### src/rtl/imem_arbiter.sv
// imem_arbiter: shares one instruction memory between two fetch requesters.
// The request and response paths are purely combinational; the only state is
// a small FIFO recording which requester owns each outstanding memory request,
// the round-robin pointer, the stall lock and a sticky orphan-response flag.
module imem_arbiter #(
  parameter int ADDR_WIDTH = 32,
  parameter int DATA_WIDTH = 32,
  parameter int DEPTH      = 2
) (
  input  logic                  clk,
  input  logic                  async_rst_n,
  input  logic [ADDR_WIDTH-1:0] req_addr0,
  input  logic [ADDR_WIDTH-1:0] req_addr1,
  input  logic                  req_valid0,
  input  logic                  req_valid1,
  output logic                  req_ready0,
  output logic                  req_ready1,
  output logic [DATA_WIDTH-1:0] rsp_data0,
  output logic [DATA_WIDTH-1:0] rsp_data1,
  output logic                  rsp_valid0,
  output logic                  rsp_valid1,
  input  logic                  rsp_ready0,
  input  logic                  rsp_ready1,
  output logic [ADDR_WIDTH-1:0] mem_pc,
  output logic                  mem_pc_valid,
  input  logic                  mem_pc_ready,
  input  logic [DATA_WIDTH-1:0] mem_instr,
  input  logic                  mem_instr_valid,
  output logic                  mem_instr_ready,
  output logic                  err_orphan
);

  localparam int PW = $clog2(DEPTH);
  localparam logic [PW:0] PTR_ONE = {{PW{1'b0}}, 1'b1};

  // owner FIFO: one bit per entry, 0 = requester 0, 1 = requester 1
  logic [DEPTH-1:0] owner_q;
  logic [PW:0]      wr_ptr;
  logic [PW:0]      rd_ptr;
  logic             last_grant;
  logic             lock;
  logic             locked_id;
  logic             err_orphan_q;

  logic grant;
  logic req_valid_g;
  logic fifo_empty;
  logic fifo_full;
  logic head;
  logic pop;
  logic push;
  logic can_push;

  // Extra pointer bit tells a full FIFO apart from an empty one.
  assign fifo_empty = (wr_ptr == rd_ptr);
  assign fifo_full  = (wr_ptr[PW] != rd_ptr[PW]) &&
                      (wr_ptr[PW-1:0] == rd_ptr[PW-1:0]);
  assign head       = owner_q[rd_ptr[PW-1:0]];
  assign err_orphan = err_orphan_q;
  assign rsp_data0  = mem_instr;
  assign rsp_data1  = mem_instr;

  // Grant selection: a stalled request keeps the grant, otherwise round-robin on ties.
  always_comb begin
    grant = ~last_grant;
    if (lock) begin
      grant = locked_id;
    end else if (req_valid0 && !req_valid1) begin
      grant = 1'b0;
    end else if (req_valid1 && !req_valid0) begin
      grant = 1'b1;
    end
  end

  // Request/response steering; request side is held off while in reset.
  always_comb begin
    req_valid_g     = grant ? req_valid1 : req_valid0;
    mem_pc          = grant ? req_addr1 : req_addr0;
    mem_instr_ready = fifo_empty ? 1'b1 : (head ? rsp_ready1 : rsp_ready0);
    pop             = mem_instr_valid && mem_instr_ready;
    can_push        = !fifo_full || pop;
    mem_pc_valid    = async_rst_n && req_valid_g && can_push;
    req_ready0      = async_rst_n && !grant && mem_pc_ready && can_push;
    req_ready1      = async_rst_n && grant && mem_pc_ready && can_push;
    rsp_valid0      = !fifo_empty && !head && mem_instr_valid;
    rsp_valid1      = !fifo_empty && head && mem_instr_valid;
    push            = mem_pc_valid && mem_pc_ready;
  end

  // Owner FIFO write side; records who owns each accepted memory request.
  always_ff @(posedge clk or negedge async_rst_n) begin
    if (!async_rst_n) begin
      owner_q <= '0;
      wr_ptr  <= '0;
    end else if (push) begin
      owner_q[wr_ptr[PW-1:0]] <= grant;
      wr_ptr                  <= wr_ptr + PTR_ONE;
    end
  end

  // Owner FIFO read side; an orphan response pops nothing.
  always_ff @(posedge clk or negedge async_rst_n) begin
    if (!async_rst_n) begin
      rd_ptr <= '0;
    end else if (pop && !fifo_empty) begin
      rd_ptr <= rd_ptr + PTR_ONE;
    end
  end

  // Round-robin pointer and stall lock; last_grant=1 lets requester 0 win the first tie.
  always_ff @(posedge clk or negedge async_rst_n) begin
    if (!async_rst_n) begin
      last_grant <= 1'b1;
      lock       <= 1'b0;
      locked_id  <= 1'b0;
    end else if (push) begin
      last_grant <= grant;
      lock       <= 1'b0;
    end else if (mem_pc_valid && !mem_pc_ready) begin
      lock      <= 1'b1;
      locked_id <= grant;
    end
  end

  // Sticky flag for a memory response that nobody asked for.
  always_ff @(posedge clk or negedge async_rst_n) begin
    if (!async_rst_n) begin
      err_orphan_q <= 1'b0;
    end else if (mem_instr_valid && fifo_empty) begin
      err_orphan_q <= 1'b1;
    end
  end

endmodule

### config.mk
export PLATFORM = sky130hd
export DESIGN_NAME = imem_arbiter
export DESIGN_NICKNAME = d
export VERILOG_FILES = /design/src/rtl/imem_arbiter.sv
export SDC_FILE = /design/constraint.sdc
export NUM_CORES = 1
export LEC_CHECK = 0
export CAP_MARGIN = 20
export CORE_MARGIN = 2
export CORE_UTILIZATION = 25
export CTS_CLUSTER_SIZE = 24
export DETAILED_ROUTE_END_ITERATION = 8
export MAX_ROUTING_LAYER = met4
export PLACE_DENSITY = 0.89
export REMOVE_ABC_BUFFERS = 1
export SYNTH_ARGS = -nofsm -noshare
export SYNTH_HDL_FRONTEND = slang
export SYNTH_SLANG_ARGS = --single-unit
### constraint.sdc
create_clock -name clk -period 2.3 [get_ports clk]
set_input_delay 0.345 -clock clk [delete_from_list [all_inputs] [get_ports clk]]
set_output_delay 0.345 -clock clk [all_outputs]
set_load 0.05 [all_outputs]
==> results of run 1 <==
## worst max-delay path, delay by kind of cell
kind	cells	cell delay, ns
multiplexers	1	0.32
AO/OA/AOI/OAI	1	0.23
buffers and inverters	5	0.74
adder cells (fa/ha/maj)	1	0.32
## cell usage after synthesis, drive strengths merged (2+ instances only)
cell type,instances
buf,70
mux2,36
dfrtp,9
nand2,7
mux2i,4
nor2,4
xnor2,4
a21oi,3
inv,3
o21a,3
nor3b,2
o2111ai,2
o211ai,2
o21ai,2
## report_power, final
group / internal [µW] / total, µW / leakage, µW / switching [µW]
registers: 263 / 395 / 0.000115 / 132
logic: 1380 / 3090 / 0.000910 / 1710
clock network: 151 / 224 / 0.0000288 / 73.1
total: 1800 / 3710 / 0.00105 / 1910
## worst min-delay path by stage
stage	slack, ns	startpoint	to	cells after the start
floorplan	0.05	async_rst_n	err_orphan$_DFFE_PN0P_	0
global placement	0.46	err_orphan$_DFFE_PN0P_	err_orphan$_DFFE_PN0P_	1
detailed placement	0.47	err_orphan$_DFFE_PN0P_	err_orphan$_DFFE_PN0P_	1
CTS	0.46	async_rst_n	locked_id$_DFFE_PN0P_	2
global route	0.49	err_orphan$_DFFE_PN0P_	err_orphan$_DFFE_PN0P_	1
finish	0.47	async_rst_n	locked_id$_DFFE_PN0P_	2
## timing repair
| item | in CTS | in global routing |
|---|---|---|
| setup buffers | 2 | 0 |
| hold endpoints to repair | 0 | 0 |
| resized for setup | 29 | 12 |
| pin swaps | 0 | 1 |
| setup endpoints to repair | 34 | 29 |
| cloned | 3 | 0 |
## area by class of cell
class,instances,area share [%]
multi-input cells,81,32.38
well taps,75,3.713
repair buffers,124,51.34
inverters,3,0.4455
flip-flops and latches,10,9.951
clock buffers,4,2.178
## metal layers
layer / vias to the layer above / wire (µm)
met4: 0 / 439
li1: 613 / -
met5: - / 0
met1: 643 / 1993
met2: 164 / 3403
met3: 18 / 1263
## stage by stage
stage / TNS, ns / setup WS (ns) / instances / util [%] / hold WS (ns)
floorplan: -36.40 / -1.656 / 94 / - / 0.04941
detailed placement: -7.479 / -0.2418 / 289 / 38.05 / 0.4691
global route: -0.3927 / -0.07767 / 297 / 42.44 / 0.4876
finish: -0.004028 / -0.004028 / 297 / 42.44 / 0.4659
CTS: -0.2524 / -0.03694 / 298 / 42.37 / 0.4644
global placement: -7.089 / -0.2363 / 289 / 38.05 / 0.4636
## cells by family (layout without fill, tap and decap cells)
family,count (synthesis),in the layout,share of synthesized area (%)
buf+inv,73,131,35.16
mux,40,40,30.56
simple gates,19,19,6.290
compound gates,16,16,8.306
flops,10,10,16.21
xor+xnor,5,5,2.822
fa+ha+maj,1,1,0.6452
## sequential cells by signal, indices dropped and copies added, names as in the netlist
| signal | count |
|---|---|
| last_grant | 1 |
| err_orphan | 1 |
| wr_ptr | 2 |
| rd_ptr | 2 |
| owner_q | 2 |
| lock | 1 |
| locked_id | 1 |
==> results.sh, run 1 <==
export IMPL_crit_start="req_valid1"
export IMPL_clock_fmax_mhz=434.0
export IMPL_rr_endpoint="owner_q[1]$_DFFE_PN0P_"
export IMPL_io_pins=207
export IMPL_outcome="finished, violations left"
export IMPL_fin_crit_sh_pct=100.2
export IMPL_vias=1438
export IMPL_antenna_found_initial=0
export IMPL_worstMarginPinSlew_ns=0.4905
export IMPL_grt_ovfl_total=0
export IMPL_remaining_drc_errors=0
export IMPL_dr_pass1_iters=5
export IMPL_path_clk_slew_ns=0.05
export IMPL_design_area_um2=2527
export IMPL_grt_setup_unrepaired="true"
export IMPL_worstPathRequired_ns=1.96
export IMPL_dp_hpwl_um=6016
export IMPL_period_needed_ns=2.304
export IMPL_synthDistinctLibCells=37
export IMPL_io_buffers=110
export IMPL_peakVddDrop_v=0.0007120
export IMPL_fill_cells=571
export IMPL_grt_pass1_vias=1498
export IMPL_nets=327
export IMPL_timing_rr_start="rd_ptr[0]$_DFFE_PN0P_"
export IMPL_cts_buffers=3
export IMPL_slowest_stage="maj3_2"
export IMPL_dieHeight_um=82.78
export IMPL_startpoint_type="input port"
export IMPL_use_met1_pct=17.44
export IMPL_die_area_um2=6852
export IMPL_diodes=0
export IMPL_skew_ns=0.005503
export IMPL_async_reset_ff_share_pct=100.0
export IMPL_cts_tree="built"
export IMPL_grt_use_met3_pct=12.99
export IMPL_gr_usage_all_layers_pct=20.74
export IMPL_drtIter0Drc=32
export IMPL_cp_end_kind="primary output"
export IMPL_setup_viol=1
export IMPL_placementRows=28
export IMPL_cpPeakStageDelay_ns=0.32
export IMPL_violations="setup timing"
export IMPL_h_tree_depth=1
export IMPL_root_buffer="clkbuf_8"
export IMPL_worst_ep_arrival_time_ns=1.96
export IMPL_cts_hold_buf=0
export IMPL_endpoint="mem_pc[23]"
export IMPL_use_met2_pct=34.68
export IMPL_power_leakage_uw=0.001054
export IMPL_synth_avg_cell_area_um2=9.460
export IMPL_synthFlopType="dfrtp_1"
export IMPL_routabilityCongestion=0.8098
export IMPL_ys_warn_count=0
export IMPL_final_common_cell="clkdlybuf4s50_1"
export IMPL_wl_per_cell_um=23.91
export IMPL_cellPowerDensity_nw_per_um2=1469
export IMPL_syn_area_um2=1551
export IMPL_drv_cap=0
export IMPL_wl_um=7101
export IMPL_ys_ff_latch=10
export IMPL_clock_latency_ns=0.24
export IMPL_total_power_uw=3713
export IMPL_relSlewSlack_pct=67.20
export IMPL_synthToLayoutAreaGrowth_pct=62.90
export IMPL_multi_input_area_um2=818.3
export IMPL_hold_class="input port to async pin"
export IMPL_worst_setup_path_type="input port to primary output"
export IMPL_report_final_slew_viol_count=0
export IMPL_cts_buffer_depth=2
export IMPL_synth_top_area_cell="buf_4"
export IMPL_synth_top_area_share_pct=32.42
export IMPL_busiest_layer="met2"
export IMPL_chipWidth_um=82.78
export IMPL_place_area_um2=2266
export IMPL_setup_ws_ns=-0.004028
export IMPL_synth_cells=164
export IMPL_grt_pass1_wl_um=9432
export IMPL_cp_max_fo=5
export IMPL_synth_edf_count=0
export IMPL_layout_common_cells="70 x clkdlybuf4s50_1, 27 x buf_4, 15 x mux2_1, 14 x mux2_2, 13 x buf_6"
export IMPL_r2r_slack_ns=0.42
export IMPL_drive_above_1_share_pct=42.79
export IMPL_finalHoldViolCount=0
export IMPL_critical_path_cell_chain="dlygate4sd2_1, inv_1, maj3_2, o21ai_4, buf_6, buf_12, mux2_2, buf_4"
export IMPL_grt_max_degree=18
export IMPL_synth_top_cells_by_area="buf_4 32%, dfrtp_1 15%, mux2_2 14%, mux2_1 12%, mux2i_4 2.9%"
export IMPL_drt_antenna_violating_nets=0
export IMPL_layout_area_seq_um2=251.5
export IMPL_seq_area_frac_synth_pct=16.21
export IMPL_r2r_worst_path_cells=5
export IMPL_core_area_um2=5956
export IMPL_vias_per_cell=4.842
export IMPL_cts_sinks=10
export IMPL_start_util_pct=26.05
No activity file was read; power rests on OpenSTA's default activity.
==> run 2: changes to the inputs <==
--- a/config.mk
+++ b/config.mk
@@ -7,11 +7,11 @@
 export LEC_CHECK = 0
 export CAP_MARGIN = 20
 export CORE_MARGIN = 2
-export CORE_UTILIZATION = 25
+export CORE_UTILIZATION = 23
 export CTS_CLUSTER_SIZE = 24
 export DETAILED_ROUTE_END_ITERATION = 8
 export MAX_ROUTING_LAYER = met4
-export PLACE_DENSITY = 0.89
+export PLACE_DENSITY = 0.87
 export REMOVE_ABC_BUFFERS = 1
 export SYNTH_ARGS = -nofsm -noshare
 export SYNTH_HDL_FRONTEND = slang
==> constraint.sdc (replaced) <==
create_clock -name clk -period 1.85 [get_ports clk]
set_input_delay 0.2775 -clock clk [delete_from_list [all_inputs] [get_ports clk]]
set_output_delay 0.2775 -clock clk [all_outputs]
set_load 0.05 [all_outputs]
==> results.sh, run 2 (synthesis gave the netlist of run 1 again) <==
export IMPL_setup_ws_ns=-0.3019
export IMPL_h_tree_depth=1
export IMPL_core_area_um2=6422
export IMPL_grt_pass1_vias=1747
export IMPL_cpPeakStageDelay_ns=0.37
export IMPL_fin_crit_sh_pct=116.3
export IMPL_wl_per_cell_um=25.45
export IMPL_final_common_cell="clkdlybuf4s50_1"
export IMPL_dp_cells=310
export IMPL_total_power_uw=5676
export IMPL_start_util_pct=24.16
export IMPL_fin_cells=326
export IMPL_grt_max_degree=11
export IMPL_reg_top3="owner_q (2), rd_ptr (2), wr_ptr (2)"
export IMPL_antenna_found_initial=0
export IMPL_chipWidth_um=86.13
export IMPL_nets=354
export IMPL_diodes=0
export IMPL_setup_viol=37
export IMPL_path_clk_slew_ns=0.05
export IMPL_cts_sinks=10
export IMPL_cts_buffers=3
export IMPL_worstMarginPinSlew_ns=0.4899
export IMPL_timing_rr_start="rd_ptr[0]$_DFFE_PN0P_"
export IMPL_report_final_slew_viol_count=0
export IMPL_dr_pass1_iters=4
export IMPL_dp_hpwl_um=6674
export IMPL_vias_per_cell=4.709
export IMPL_cts_hold_buf=0
export IMPL_hp_start="err_orphan$_DFFE_PN0P_"
export IMPL_drt_antenna_violating_nets=0
export IMPL_dieHeight_um=86.13
export IMPL_outcome="finished, violations left"
export IMPL_worst_ep_arrival_time_ns=1.87
export IMPL_grt_setup_unrepaired="true"
export IMPL_power_leakage_uw=0.001310
export IMPL_vias=1535
export IMPL_relSlewSlack_pct=67.24
export IMPL_routabilityCongestion=0.7963
export IMPL_synthToLayoutAreaGrowth_pct=92.74
export IMPL_startpoint_type="flip-flop"
export IMPL_hold_class="flip-flop to flip-flop"
export IMPL_gr_usage_all_layers_pct=22.23
export IMPL_io_buffers=110
export IMPL_fin_tns_setup_ns=-9.219
export IMPL_cellPowerDensity_nw_per_um2=1898
export IMPL_path_buf_inv=2
export IMPL_worstPathRequired_ns=1.57
export IMPL_grt_ovfl_total=0
export IMPL_cts_buffer_depth=2
export IMPL_slowest_stage="dfstp_2"
export IMPL_crit_start="last_grant$_DFFE_PN1P_"
export IMPL_design_area_um2=2990
export IMPL_period_needed_ns=2.152
export IMPL_wl_um=8297
export IMPL_critical_path_cell_chain="maj3_2, o21ai_4, buf_4, mux2_1, buf_6"
export IMPL_remaining_drc_errors=0
export IMPL_finalHoldViolCount=0
export IMPL_peakVddDrop_v=0.001116
export IMPL_r2r_slack_ns=0.03
export IMPL_clock_latency_ns=0.23
export IMPL_place_area_um2=2411
export IMPL_clock_fmax_mhz=464.7
export IMPL_die_area_um2=7418
export IMPL_placementRows=29
export IMPL_critPathTopFamily="buffers and inverters"
export IMPL_drive_above_1_share_pct=55.42
export IMPL_cp_max_fo=7
export IMPL_skew_ns=0.001389
export IMPL_drv_cap=0
export IMPL_cp_end_kind="primary output"
export IMPL_worst_setup_path_type="flip-flop to primary output"
export IMPL_grt_pass1_wl_um=11420
export IMPL_cts_tree="built"
export IMPL_violations="setup timing"
export IMPL_root_buffer="clkbuf_8"
export IMPL_io_pins=207
export IMPL_layout_common_cells="70 x clkdlybuf4s50_1, 32 x buf_4, 25 x mux2_4, 24 x buf_6, 17 x buf_8"
export IMPL_drtIter0Drc=51
## run 2: cell count changes in the layout (fill, tap and decap cells not counted), sizes merged
| cell | change |
|---|---|
| buf | +27 |
## run 2: what timing repair did
| action | in CTS | in global routing |
|---|---|---|
| pin swaps | 8 | 6 |
| endpoints found under the setup margin | 38 | 44 |
| setup buffers | 14 | 3 |
| cloned | 2 | 0 |
| gates resized for setup | 79 | 33 |
## run 2: final cells by class
class	instances	area, µm²
Tap cell	77	96.34
Inverter	3	11.26
Multi-Input combinational cell	81	972.2
Clock buffer	4	55.05
Sequential cell	10	251.5
Timing Repair Buffer	151	1604
Fill cell	548	3432
## run 2: worst paths after layout
path                                                to  cells past startpoint
worst min register to register  err_orphan$_DFFE_PN0P_                      1
max in group asynchronous       last_grant$_DFFE_PN1P_                      3
min in group asynchronous       err_orphan$_DFFE_PN0P_                      3
worst min-delay path            err_orphan$_DFFE_PN0P_                      1
worst max-delay path                        mem_pc[29]                      5
worst max register to register  owner_q[1]$_DFFE_PN0P_                      6
## run 2: through the flow
| stage | hold WS, ns | setup slack [ns] | utilization [%] |
|---|---|---|---|
| 2_1_floorplan | -0.01809 | -2.007 | - |
| 3_3_place_gp | 0.4586 | -0.5511 | 37.54 |
| 3_5_place_dp | 0.4652 | -0.5758 | 37.54 |
| 4_1_cts | 0.4761 | -0.3739 | 45.57 |
| 5_1_grt | 0.4842 | -0.3733 | 46.56 |
| 6_report | 0.4741 | -0.3019 | 46.56 |
## run 2: power by group
part | internal [µW] | total, µW | switching, µW
registers | 328 | 451 | 122
clock network | 187 | 270 | 83.0
logic | 2480 | 4960 | 2480
## run 2: routing by layer
layer	track usage [%]	vias up	routed length, µm
met3	15.88	26	1639
met2	42.14	140	4423
met5	-	-	0
met4	10.10	0	435
met1	14.53	701	1799
li1	-	668	-
